<file path="config.mk">
export PLATFORM = sky130hd
export DESIGN_NAME = uart_fifo_controller
export DESIGN_NICKNAME = d
export VERILOG_FILES = /design/src/rtl/uart_pkg.sv /design/src/rtl/uart_sync_fifo.sv /design/src/rtl/uart_fifo_controller.sv
export SDC_FILE = /design/constraint.sdc
export NUM_CORES = 1
export LEC_CHECK = 0
export CAP_MARGIN = 0
export CORE_UTILIZATION = 30
export CTS_CLUSTER_SIZE = 20
export DETAILED_ROUTE_END_ITERATION = 8
export PLACE_DENSITY = 0.56
export SYNTH_ARGS = -nofsm -noshare
export SYNTH_HDL_FRONTEND = slang
export SYNTH_SLANG_ARGS = --single-unit
</file>
<file path="constraint.sdc">
create_clock -name clk_i -period 4.6 [get_ports clk_i]
set_input_delay 0.69 -clock clk_i [delete_from_list [all_inputs] [get_ports clk_i]]
set_output_delay 0.69 -clock clk_i [all_outputs]
set_load 0.02 [all_outputs]
</file>
<file path="src/rtl/uart_pkg.sv">
// uart_pkg: register map, status/interrupt bit positions and FSM state types for the UART controller
package uart_pkg;
  localparam logic [7:0] REG_DATA   = 8'h00;
  localparam logic [7:0] REG_STATUS = 8'h05;
  localparam logic [7:0] REG_DIV    = 8'h08;
  localparam logic [7:0] REG_IER    = 8'h0C;
  localparam int ST_RX_NE   = 0;
  localparam int ST_OVR     = 1;
  localparam int ST_FE      = 2;
  localparam int ST_TX_NF   = 5;
  localparam int ST_TX_IDLE = 6;
  localparam int IE_RX  = 0;
  localparam int IE_TX  = 1;
  localparam int IE_ERR = 2;
  localparam logic [15:0] DIV_MIN = 16'd4;
  typedef enum logic [1:0] {TX_IDLE, TX_START, TX_DATA, TX_STOP} tx_state_t;
  typedef enum logic [1:0] {RX_IDLE, RX_START, RX_DATA, RX_STOP} rx_state_t;
endpackage

</file>
<file path="src/rtl/uart_sync_fifo.sv">
// uart_sync_fifo: single-clock FIFO; push and pop together keep the count, pointers wrap at the power-of-2 depth
module uart_sync_fifo #(
  parameter int WIDTH = 8,
  parameter int DEPTH = 16
) (
  input  logic                    clk_i,
  input  logic                    rst_i,
  input  logic                    push,
  input  logic                    pop,
  input  logic [WIDTH-1:0]        din,
  output logic [WIDTH-1:0]        dout,
  output logic                    full,
  output logic                    empty,
  output logic [$clog2(DEPTH):0]  count
);
  localparam int AW = $clog2(DEPTH);
  logic [WIDTH-1:0] mem [DEPTH];
  logic [AW-1:0] wr_ptr, rd_ptr;
  logic do_push, do_pop;
  assign empty = count == '0;
  assign full = count == (AW+1)'(DEPTH);
  assign do_pop = pop && !empty;
  assign do_push = push && (!full || do_pop);
  assign dout = mem[rd_ptr];
  // pointer and occupancy bookkeeping; a pop frees the slot a same-cycle push needs when full
  always_ff @(posedge clk_i) begin
    if (rst_i) begin
      wr_ptr <= '0;
      rd_ptr <= '0;
      count <= '0;
    end else begin
      wr_ptr <= wr_ptr + AW'(do_push);
      rd_ptr <= rd_ptr + AW'(do_pop);
      count <= count + (AW+1)'(do_push) - (AW+1)'(do_pop);
    end
  end
  // storage array, no reset needed since empty entries are never read out
  always_ff @(posedge clk_i) if (do_push) mem[wr_ptr] <= din;
endmodule

</file>
<file path="src/rtl/uart_fifo_controller.sv">
// uart_fifo_controller: Wishbone-attached 8N1 UART with TX/RX FIFOs, sticky error flags and a level interrupt
module uart_fifo_controller
  import uart_pkg::*;
#(
  parameter int ADDR_WIDTH = 32,
  parameter int DATA_WIDTH = 32,
  parameter int CLK_FREQ   = 100_000_000,
  parameter int BAUD       = 115200,
  parameter int TX_DEPTH   = 16,
  parameter int RX_DEPTH   = 16
) (
  input  logic                    clk_i,
  input  logic                    rst_i,
  input  logic                    wb_cyc_i,
  input  logic                    wb_stb_i,
  input  logic                    wb_we_i,
  input  logic [ADDR_WIDTH-1:0]   wb_adr_i,
  input  logic [DATA_WIDTH-1:0]   wb_dat_i,
  input  logic [DATA_WIDTH/8-1:0] wb_sel_i,
  output logic                    wb_ack_o,
  output logic [DATA_WIDTH-1:0]   wb_dat_o,
  output logic                    uart_txd_o,
  input  logic                    uart_rxd_i,
  output logic                    irq_o
);
  localparam int NB = DATA_WIDTH / 8;
  localparam logic [15:0] DIV_RESET = 16'(CLK_FREQ / BAUD);
  logic req, wr, rd, unused;
  logic [7:0] adr, status, rd_byte;
  logic [15:0] div, wr_div;
  logic [2:0] ier;
  logic ovr, fe, rx_overrun, rx_frame_err;
  logic [DATA_WIDTH-1:0] rd_word, div_word;
  logic tx_push, tx_pop, tx_full, tx_empty, rx_push, rx_pop, rx_full, rx_empty;
  logic [7:0] tx_dout, rx_dout;
  logic [$clog2(TX_DEPTH):0] tx_count;
  logic [$clog2(RX_DEPTH):0] rx_count;
  tx_state_t tx_state, tx_state_n;
  logic [15:0] tx_cnt, tx_cnt_n, tx_div, tx_div_n;
  logic [2:0] tx_bit, tx_bit_n;
  logic [7:0] tx_shift, tx_shift_n;
  logic txd_n, tx_tick;
  rx_state_t rx_state, rx_state_n;
  logic [1:0] rx_sync;
  logic rx_in, rx_prev, rx_tick;
  logic [15:0] rx_cnt, rx_cnt_n, rx_div, rx_div_n;
  logic [2:0] rx_bit, rx_bit_n;
  logic [7:0] rx_shift, rx_shift_n;

  assign req = wb_cyc_i && wb_stb_i && !wb_ack_o;
  assign wr = req && wb_we_i;
  assign rd = req && !wb_we_i;
  assign adr = wb_adr_i[7:0];
  assign wr_div = 16'(wb_dat_i);
  assign tx_push = wr && adr == REG_DATA && wb_sel_i[0];
  assign rx_pop = rd && adr == REG_DATA;
  assign rx_overrun = rx_push && rx_full && !rx_pop;
  assign div_word = DATA_WIDTH'(div);
  assign unused = ^{wb_adr_i, wb_dat_i, tx_count, rx_count};

  uart_sync_fifo #(.WIDTH(8), .DEPTH(TX_DEPTH)) u_tx_fifo (
    .clk_i(clk_i), .rst_i(rst_i), .push(tx_push), .pop(tx_pop), .din(wb_dat_i[7:0]),
    .dout(tx_dout), .full(tx_full), .empty(tx_empty), .count(tx_count)
  );
  uart_sync_fifo #(.WIDTH(8), .DEPTH(RX_DEPTH)) u_rx_fifo (
    .clk_i(clk_i), .rst_i(rst_i), .push(rx_push), .pop(rx_pop), .din(rx_shift),
    .dout(rx_dout), .full(rx_full), .empty(rx_empty), .count(rx_count)
  );

  // status byte assembled from FIFO flags, sticky errors and transmitter activity
  always_comb begin
    status = '0;
    status[ST_RX_NE] = !rx_empty;
    status[ST_OVR] = ovr;
    status[ST_FE] = fe;
    status[ST_TX_NF] = !tx_full;
    status[ST_TX_IDLE] = tx_empty && tx_state == TX_IDLE;
  end
  assign rd_byte = adr == REG_DATA ? (rx_empty ? 8'h00 : rx_dout) :
                   adr == REG_STATUS ? status :
                   adr == REG_IER ? {5'b0, ier} : 8'h00;

  // read data: DIV comes back as a word, 8-bit registers are replicated onto each selected lane
  always_comb begin
    rd_word = '0;
    for (int i = 0; i < NB; i++) rd_word[8*i +: 8] = wb_sel_i[i] ? (adr == REG_DIV ? div_word[8*i +: 8] : rd_byte) : 8'h00;
  end

  // bus handshake, control registers, sticky flags and registered interrupt
  always_ff @(posedge clk_i) begin
    if (rst_i) begin
      wb_ack_o <= 1'b0;
      wb_dat_o <= '0;
      div <= DIV_RESET;
      ier <= '0;
      ovr <= 1'b0;
      fe <= 1'b0;
      irq_o <= 1'b0;
    end else begin
      wb_ack_o <= req;
      wb_dat_o <= rd ? rd_word : '0;
      if (wr && adr == REG_DIV) div <= wr_div < DIV_MIN ? DIV_MIN : wr_div;
      if (wr && adr == REG_IER) ier <= wb_dat_i[2:0];
      ovr <= rx_overrun || (ovr && !(wr && adr == REG_STATUS && wb_dat_i[ST_OVR]));
      fe <= rx_frame_err || (fe && !(wr && adr == REG_STATUS && wb_dat_i[ST_FE]));
      irq_o <= (ier[IE_RX] && !rx_empty) || (ier[IE_TX] && tx_empty) || (ier[IE_ERR] && (ovr || fe));
    end
  end

  assign tx_tick = tx_cnt == tx_div - 16'd1;
  // transmitter next state: a byte is loaded from idle or straight out of the stop bit so frames stay contiguous
  always_comb begin
    tx_state_n = tx_state;
    tx_cnt_n = tx_cnt + 16'd1;
    tx_div_n = tx_div;
    tx_bit_n = tx_bit;
    tx_shift_n = tx_shift;
    txd_n = uart_txd_o;
    tx_pop = 1'b0;
    case (tx_state)
      TX_IDLE: begin
        tx_cnt_n = '0;
        txd_n = 1'b1;
        tx_pop = !tx_empty;
      end
      TX_START: if (tx_tick) begin
        tx_cnt_n = '0;
        tx_bit_n = '0;
        tx_state_n = TX_DATA;
        txd_n = tx_shift[0];
      end
      TX_DATA: if (tx_tick) begin
        tx_cnt_n = '0;
        tx_bit_n = tx_bit + 3'd1;
        tx_shift_n = tx_shift >> 1;
        txd_n = tx_bit == 3'd7 ? 1'b1 : tx_shift[1];
        tx_state_n = tx_bit == 3'd7 ? TX_STOP : TX_DATA;
      end
      TX_STOP: if (tx_tick) begin
        tx_cnt_n = '0;
        tx_state_n = TX_IDLE;
        txd_n = 1'b1;
        tx_pop = !tx_empty;
      end
    endcase
    if (tx_pop) begin
      tx_cnt_n = '0;
      tx_shift_n = tx_dout;
      tx_div_n = div;
      tx_state_n = TX_START;
      txd_n = 1'b0;
    end
  end

  // transmitter registers; the serial line is registered so it idles high right after reset
  always_ff @(posedge clk_i) begin
    if (rst_i) begin
      tx_state <= TX_IDLE;
      tx_cnt <= '0;
      tx_div <= DIV_RESET;
      tx_bit <= '0;
      tx_shift <= '0;
      uart_txd_o <= 1'b1;
    end else begin
      tx_state <= tx_state_n;
      tx_cnt <= tx_cnt_n;
      tx_div <= tx_div_n;
      tx_bit <= tx_bit_n;
      tx_shift <= tx_shift_n;
      uart_txd_o <= txd_n;
    end
  end

  assign rx_in = rx_sync[1];
  assign rx_tick = rx_cnt == rx_div - 16'd1;
  // receiver next state: validate start at its midpoint, then sample each bit one period apart
  always_comb begin
    rx_state_n = rx_state;
    rx_cnt_n = rx_cnt + 16'd1;
    rx_div_n = rx_div;
    rx_bit_n = rx_bit;
    rx_shift_n = rx_shift;
    rx_push = 1'b0;
    rx_frame_err = 1'b0;
    case (rx_state)
      RX_IDLE: begin
        rx_cnt_n = '0;
        if (rx_prev && !rx_in) begin
          rx_state_n = RX_START;
          rx_div_n = div;
        end
      end
      RX_START: if (rx_cnt == (rx_div >> 1) - 16'd1) begin
        rx_cnt_n = '0;
        rx_bit_n = '0;
        rx_state_n = rx_in ? RX_IDLE : RX_DATA;
      end
      RX_DATA: if (rx_tick) begin
        rx_cnt_n = '0;
        rx_shift_n = {rx_in, rx_shift[7:1]};
        rx_bit_n = rx_bit + 3'd1;
        rx_state_n = rx_bit == 3'd7 ? RX_STOP : RX_DATA;
      end
      RX_STOP: if (rx_tick) begin
        rx_cnt_n = '0;
        rx_state_n = RX_IDLE;
        rx_push = rx_in;
        rx_frame_err = !rx_in;
      end
    endcase
  end

  // receiver registers including the two-flop synchroniser for the asynchronous line
  always_ff @(posedge clk_i) begin
    if (rst_i) begin
      rx_sync <= 2'b11;
      rx_prev <= 1'b1;
      rx_state <= RX_IDLE;
      rx_cnt <= '0;
      rx_div <= DIV_RESET;
      rx_bit <= '0;
      rx_shift <= '0;
    end else begin
      rx_sync <= {rx_sync[0], uart_rxd_i};
      rx_prev <= rx_in;
      rx_state <= rx_state_n;
      rx_cnt <= rx_cnt_n;
      rx_div <= rx_div_n;
      rx_bit <= rx_bit_n;
      rx_shift <= rx_shift_n;
    end
  end
endmodule
</file>
After elaboration in Yosys (flattened, before gate mapping)
Memory sizes are Yosys's and may differ from the RTL's. A register that Yosys moved wholly into a read port is not among the register bits.
Index checks and enable logic that the tools add are counted.
Widths: inputs -> output; s select.
- $add $sub $neg: 15
- order comparisons: 1
- equality and inequality tests: 26
- muxes and demuxes: 53
- bitwise operators: 5
- reductions and logical operators: 69
- operator list (cell ; count):
    $mux 16 ; 4
    $mux 8 ; 8
    $eq 16x16->1 ; 3
    $pmux 16 s3 ; 1
    $add 16x1->16 const B ; 2
    $pmux 16 s2 ; 1
    $sub 16x1->16 const B ; 2
    $logic_and 1x1->1 ; 25
    $mux 1 ; 17
    $add 4x1->4 ; 4
    $eq 8x4->1 const B ; 2
    $lt 16x3->1 const B ; 1
    $mux 2 ; 8
    $sub 15x1->16 const B ; 1
    $mux 3 ; 5
    $reduce_or 3->1 ; 5
    $ne 2x2->1 const B ; 7
    $pmux 3 s2 ; 2
    $reduce_and 4->1 ; 3
    $add 5x1->5 ; 2
    $eq 5x5->1 const B ; 2
    $logic_not 1->1 ; 10
    $logic_not 5->1 ; 2
    $sub 5x1->5 ; 2
    other kinds (22) ; 50
- register bits: 175
- RAM bits: 256
- input bits: 74
- output and inout bits: 35
- logic and storage cells: 201
- memories: 2
- memories (memory ; words ; bits a word ; read ports ; clocked after Yosys merged registers in ; write ports ; RTL line ; RTL):
    u_rx_fifo.mem ; 16 ; 8 ; 1 ; 1 ; 1 ; uart_sync_fifo.sv:17 ; logic [WIDTH-1:0] mem [DEPTH];
    u_tx_fifo.mem ; 16 ; 8 ; 1 ; 1 ; 1 ; uart_sync_fifo.sv:17 ;

Longest topological paths before layout
- depth after elaboration: 9
- depth in mapped cells: 18
- depth with buffers taken out: 16

Cells and area by module
From an unflattened synthesis, not the netlist that was laid out.
- cell total of the unflattened synthesis: 1473
- area total of the unflattened synthesis: 18786.8 sq um
- modules (own cells, without submodules) (module ; instances ; cells each ; area an instance (sq um) ; seq. area each (sq um)):
    uart_sync_fifo ; 2 ; 294 ; 5681.7 ; 4103.9
    uart_fifo_controller ; 1 ; 885 ; 7423.4 ; 2982.9

Worst setup path before layout
OpenSTA, ideal clock, no wires.
- path type: reg-to-reg
- start point: register tx_div[0]
- end point: register u_tx_fifo.count[4]
- library setup time: 0.070 ns
- arrival: 3.914 ns
- required time: 4.530 ns
- slack: 0.616 ns
- cell stages (with the launch flop): 17
- buffers on the path: 2
- clock period less this slack: 3.984 ns
- cell sequence: dfxtp_1 > or4_1 > buf_2 > or4_1 > a32oi_1 > a22oi_1 > nand3b_4 > o31a_1 > clkbuf_1 > o21ai_0 > nand2_1 > ha_1 > fa_1 > a21oi_1 > nor2_1 > or3_1 > a21oi_1
- longest elaborated chain between the ends: 9
- RTL lines (item ; RTL line ; RTL):
    from (decl) ; uart_fifo_controller.sv:39 ; logic [15:0] tx_cnt, tx_cnt_n, tx_div, tx_div_n;
    from (signal assigned) ; uart_fifo_controller.sv:167 ; tx_div <= tx_div_n;
    $sub 16x1->16 * ; uart_fifo_controller.sv:110 ; assign tx_tick = tx_cnt == tx_div - 16'd1;
    $eq 16x16->1 * ; uart_fifo_controller.sv:110 ;
    $mux 1 * ; uart_fifo_controller.sv:139 ; TX_STOP: if (tx_tick) begin
    $pmux 1 s2 * ; uart_fifo_controller.sv:120 ; case (tx_state)
    $logic_and 1x1->1 * ; uart_sync_fifo.sv:22 ; assign do_pop = pop && !empty;
    $logic_or 1x1->1 ; uart_sync_fifo.sv:23 ; assign do_push = push && (!full || do_pop);
    $logic_and 1x1->1 ; uart_sync_fifo.sv:23 ;
    $add 5x1->5 ; uart_sync_fifo.sv:34 ; count <= count + (AW+1)'(do_push) - (AW+1)'(do_pop);
    $sub 5x1->5 * ; uart_sync_fifo.sv:34 ;
    to (signal assigned) ; uart_sync_fifo.sv:34 ;
    to (decl) ; uart_sync_fifo.sv:14 ; output logic [$clog2(DEPTH):0] count
Every way passes the cells marked *; elsewhere a longest branch is shown, timed or not.
A chain may end at the register's enable or synchronous reset.

Worst setup path after layout
Ends and elaborated chain as after synthesis.

==> out/results.tsv <==
stage	metric	value	unit
yosys	top post-synthesis cells by area	edfxtp_1, dfxtp_1, mux4_2, nand2_1, a21oi_1	
yosys	leading area contributor after synthesis	edfxtp_1	
power	VDD IR-drop max	0.267	mV
global_routing	pin count of the biggest net entering global routing	71	
yosys	synthesized area	18600	um^2
drt	Residual DRC	0	
sta	number of failing hold endpoints at the final stage	0	
sta	Peak Freq	0.238	GHz
cts	Clock Pin Slew Worst Setup and Hold Paths	60	ps
sta	Period minus WS final	4200	ps
power	clock share of power	40.2	%
cts	Hold Buf Count CTS	0	
floorplan	Die H	251	um
critical_path	Slowest-stage cell, CP	or4_1	
critical_path	Worst Path Buf+Inv	0	
cts	CTS Buf Count	47	
power	switching pwr	2510	uW
critical_path	WS Path Type	reg -> reg	
power	power share of the sequential group	45.7	%
global_routing	first-pass GRT wire length	71100	um
sta	Relative slew margins	28.5	%
outcome	outcome	finished, final reports clean	
yosys	sequential-to-total area share from yosys stat	60.2	%
critical_path	Crit path max-delay family	simple AND/OR/NAND/NOR gates	
critical_path	CP required	5130	ps
placed_design	Port Buffers	68	
power	power per cell area	425	nW/um^2
critical_path	Critical Path End Type	flop	
final_layout	area grow syn2layout	18.4	%
run	MaxCap Viol Count	0	
yosys	Yosys warning count	0	
drt	Avg WL per Cell	18.7	um
cts	H-tree depth	2	
yosys	Commonest cells post-synth	edfxtp_1, dfxtp_1, nand2_1	
final_layout	Antenna diodes	0	
critical_path	max incr delay on CP	690	ps
global_routing	Total GRT Usage	14.6	%
cts	post-CTS sizing	0	
cts	Root Buffer	clkbuf_16	
floorplan	Die ar.	63000	um^2
global_routing	remaining global-route overflow	0	
worst_hold_path	worst min-delay path class	reg -> reg	
floorplan	I/O pins	109	
drt	initial DRC count	822	
global_routing	initial antenna violation count	1	
power	switch share	26.8	%
yosys	synthesized instance count	1522	
sta	RSZ-0062 raised after global routing	false	
floorplan	Die Width	251	um
yosys	top_reg_cell synth	edfxtp_1	
power	Leak Pwr	0.00723	uW
placed_design	gp weighted congestion	0.867	
final_layout	fin area	22000	um^2
critical_path	Crit Path Max Fanout	6	
yosys	post-synth cell types	72	
yosys	#FFs+latches synth	431	
yosys	cell with the most instances after synthesis	edfxtp_1	
yosys	Mapped Nets	1632	
cts	setup bufs post-CTS	0	
floorplan	Core Area	60800	um^2
sta	setup violators final	0	
drt	Routed Antenna Nets	0	
yosys	Synth Area per Inst	12.2	um^2
final_layout	fillcell total	5862	
final_layout	layout cell share with drive strength beyond 1	13.1	%
cts	CTS tree	done	
cts	worst skew pair latency	610	ps
yosys	async set-or-reset flop fraction in the synthesized netlist	0	%
sta	hold slack final	409	ps
drt	detailed-router iteration count before antenna repair	5	
floorplan	Starting Density	30.6	%
power	Internal	6840	uW
yosys	Post-synth EDFFs	256	
cts	Sink Count	431	
placed_design	post-detail-place hpwl	31600	um
sta	worst clock skew	48.9	ps
power	Comb power frac	14.1	%
sta	period utilization	91.2	%
drt	via count	12200	
critical_path	crit path DAT	4730	ps
drt	Detailed Route WL	45600	um
cts	CTS max path bufs	3	
yosys	Synth top area share	41.3	%
critical_path	Critical Path Source Type	flop	
drt	Vias/cell	5.02	
sta	Worst-Margin Slew	1070	ps
sta	Final Slew Violations	0	
floorplan	cell row count	90	
placed_design	Post-DP Area	20500	um^2
sta	setup tns final	0	ps
final_layout	Layout Nets	1731	
critical_path	crit-path cells	or4_1, or4_1, a32oi_1, a22oi_1, nand3b_4, o31a_1, o21ai_0, nand2_1, ha_1, fa_1, a21oi_1, nor2_1, or3_1, a21oi_1	
global_routing	vias in the first global route	12200	
[path summary, 6_finish.rpt]
path / start / endpoint / slack, ps / depth (start not counted)
min: rx_sync[0] / rx_sync[1] / 410 / 1
min reg2reg: rx_sync[0] / rx_sync[1] / 410 / 1
max reg2reg: tx_div[0] / u_tx_fifo.count[4] / 400 / 14
max: tx_div[0] / u_tx_fifo.count[4] / 400 / 14
[cells in the final DEF (no fill, tap or decap), drive strengths merged, types with 59 or more instances in the layout]
cell / netlist / layout
nand3: 73 / 73
clkbuf: 65 / 62
clkdlybuf4s50: 0 / 67
a21oi: 105 / 105
buf: 22 / 70
nand2: 149 / 149
edfxtp: 256 / 256
xnor2: 59 / 59
nor2: 93 / 93
dfxtp: 175 / 175
[logic make-up after synthesis]
group                    Yosys count  synth area share, %
XOR/XNOR                         103                 4.85
flip-flops                       431                 60.2
AND/OR/NAND/NOR                  499                 13.2
AO/OA/AOI/OAI                    227                 7.57
buffers and inverters            117                 2.44
adder cells (fa/ha/maj)           36                 2.50
multiplexers                     109                 9.23
[area by class of cell]
class / count / area [um^2] / share of cell area [%]
flip-flops and latches: 431 / 11200 / 50.8
repair buffers: 137 / 1210 / 5.49
multi-input cells: 974 / 6960 / 31.6
clock inverters: 25 / 269 / 1.22
clock buffers: 62 / 1290 / 5.87
well taps: 782 / 978 / 4.44
inverters: 30 / 113 / 0.511
[stage by stage]
stage | worst slack [ps] | util, % | power (uW) | cells
global route | 157 | 36.2 | 9730 | 2441
global placement | 441 | 33.6 | 5640 | 2354
floorplan | 616 | - | 5270 | 1522
finish | 403 | 36.2 | 9350 | 2441
detailed placement | 463 | 33.6 | 5660 | 2354
CTS | 430 | 36.2 | 9440 | 2441
[power groups by stage]
stage / registers (uW) / clock network (uW) / logic, uW
global placement: 4350 / 0 / 1290
finish: 4270 / 3760 / 1320
global route: 4290 / 4000 / 1450
CTS: 4270 / 3850 / 1320
detailed placement: 4350 / 0 / 1310
floorplan: 4290 / 0 / 978
[registers in the layout, summed over array words and instances (netlist names), 5 cells and up, named ones only]
name and count:
rx_div 16, rx_cnt 16, u_tx_fifo.count 5, u_rx_fifo.count 5, wb_dat_o 32, u_rx_fifo.mem 128, tx_cnt 16, div 16
tx_div 16, rx_shift 8, tx_shift 8, u_tx_fifo.mem 128
[layer usage]
layer | vias to the layer above | part of all wire, % | track usage, %
met1 | 6088 | 44 | 19.1
met5 | - | 0.028 | 0
met4 | 2 | 2.5 | 4.58
met3 | 74 | 4.9 | 2.60
li1 | 5827 | - | -
met2 | 257 | 48 | 24.5
Note: power is estimated with default switching activity, not from simulation.
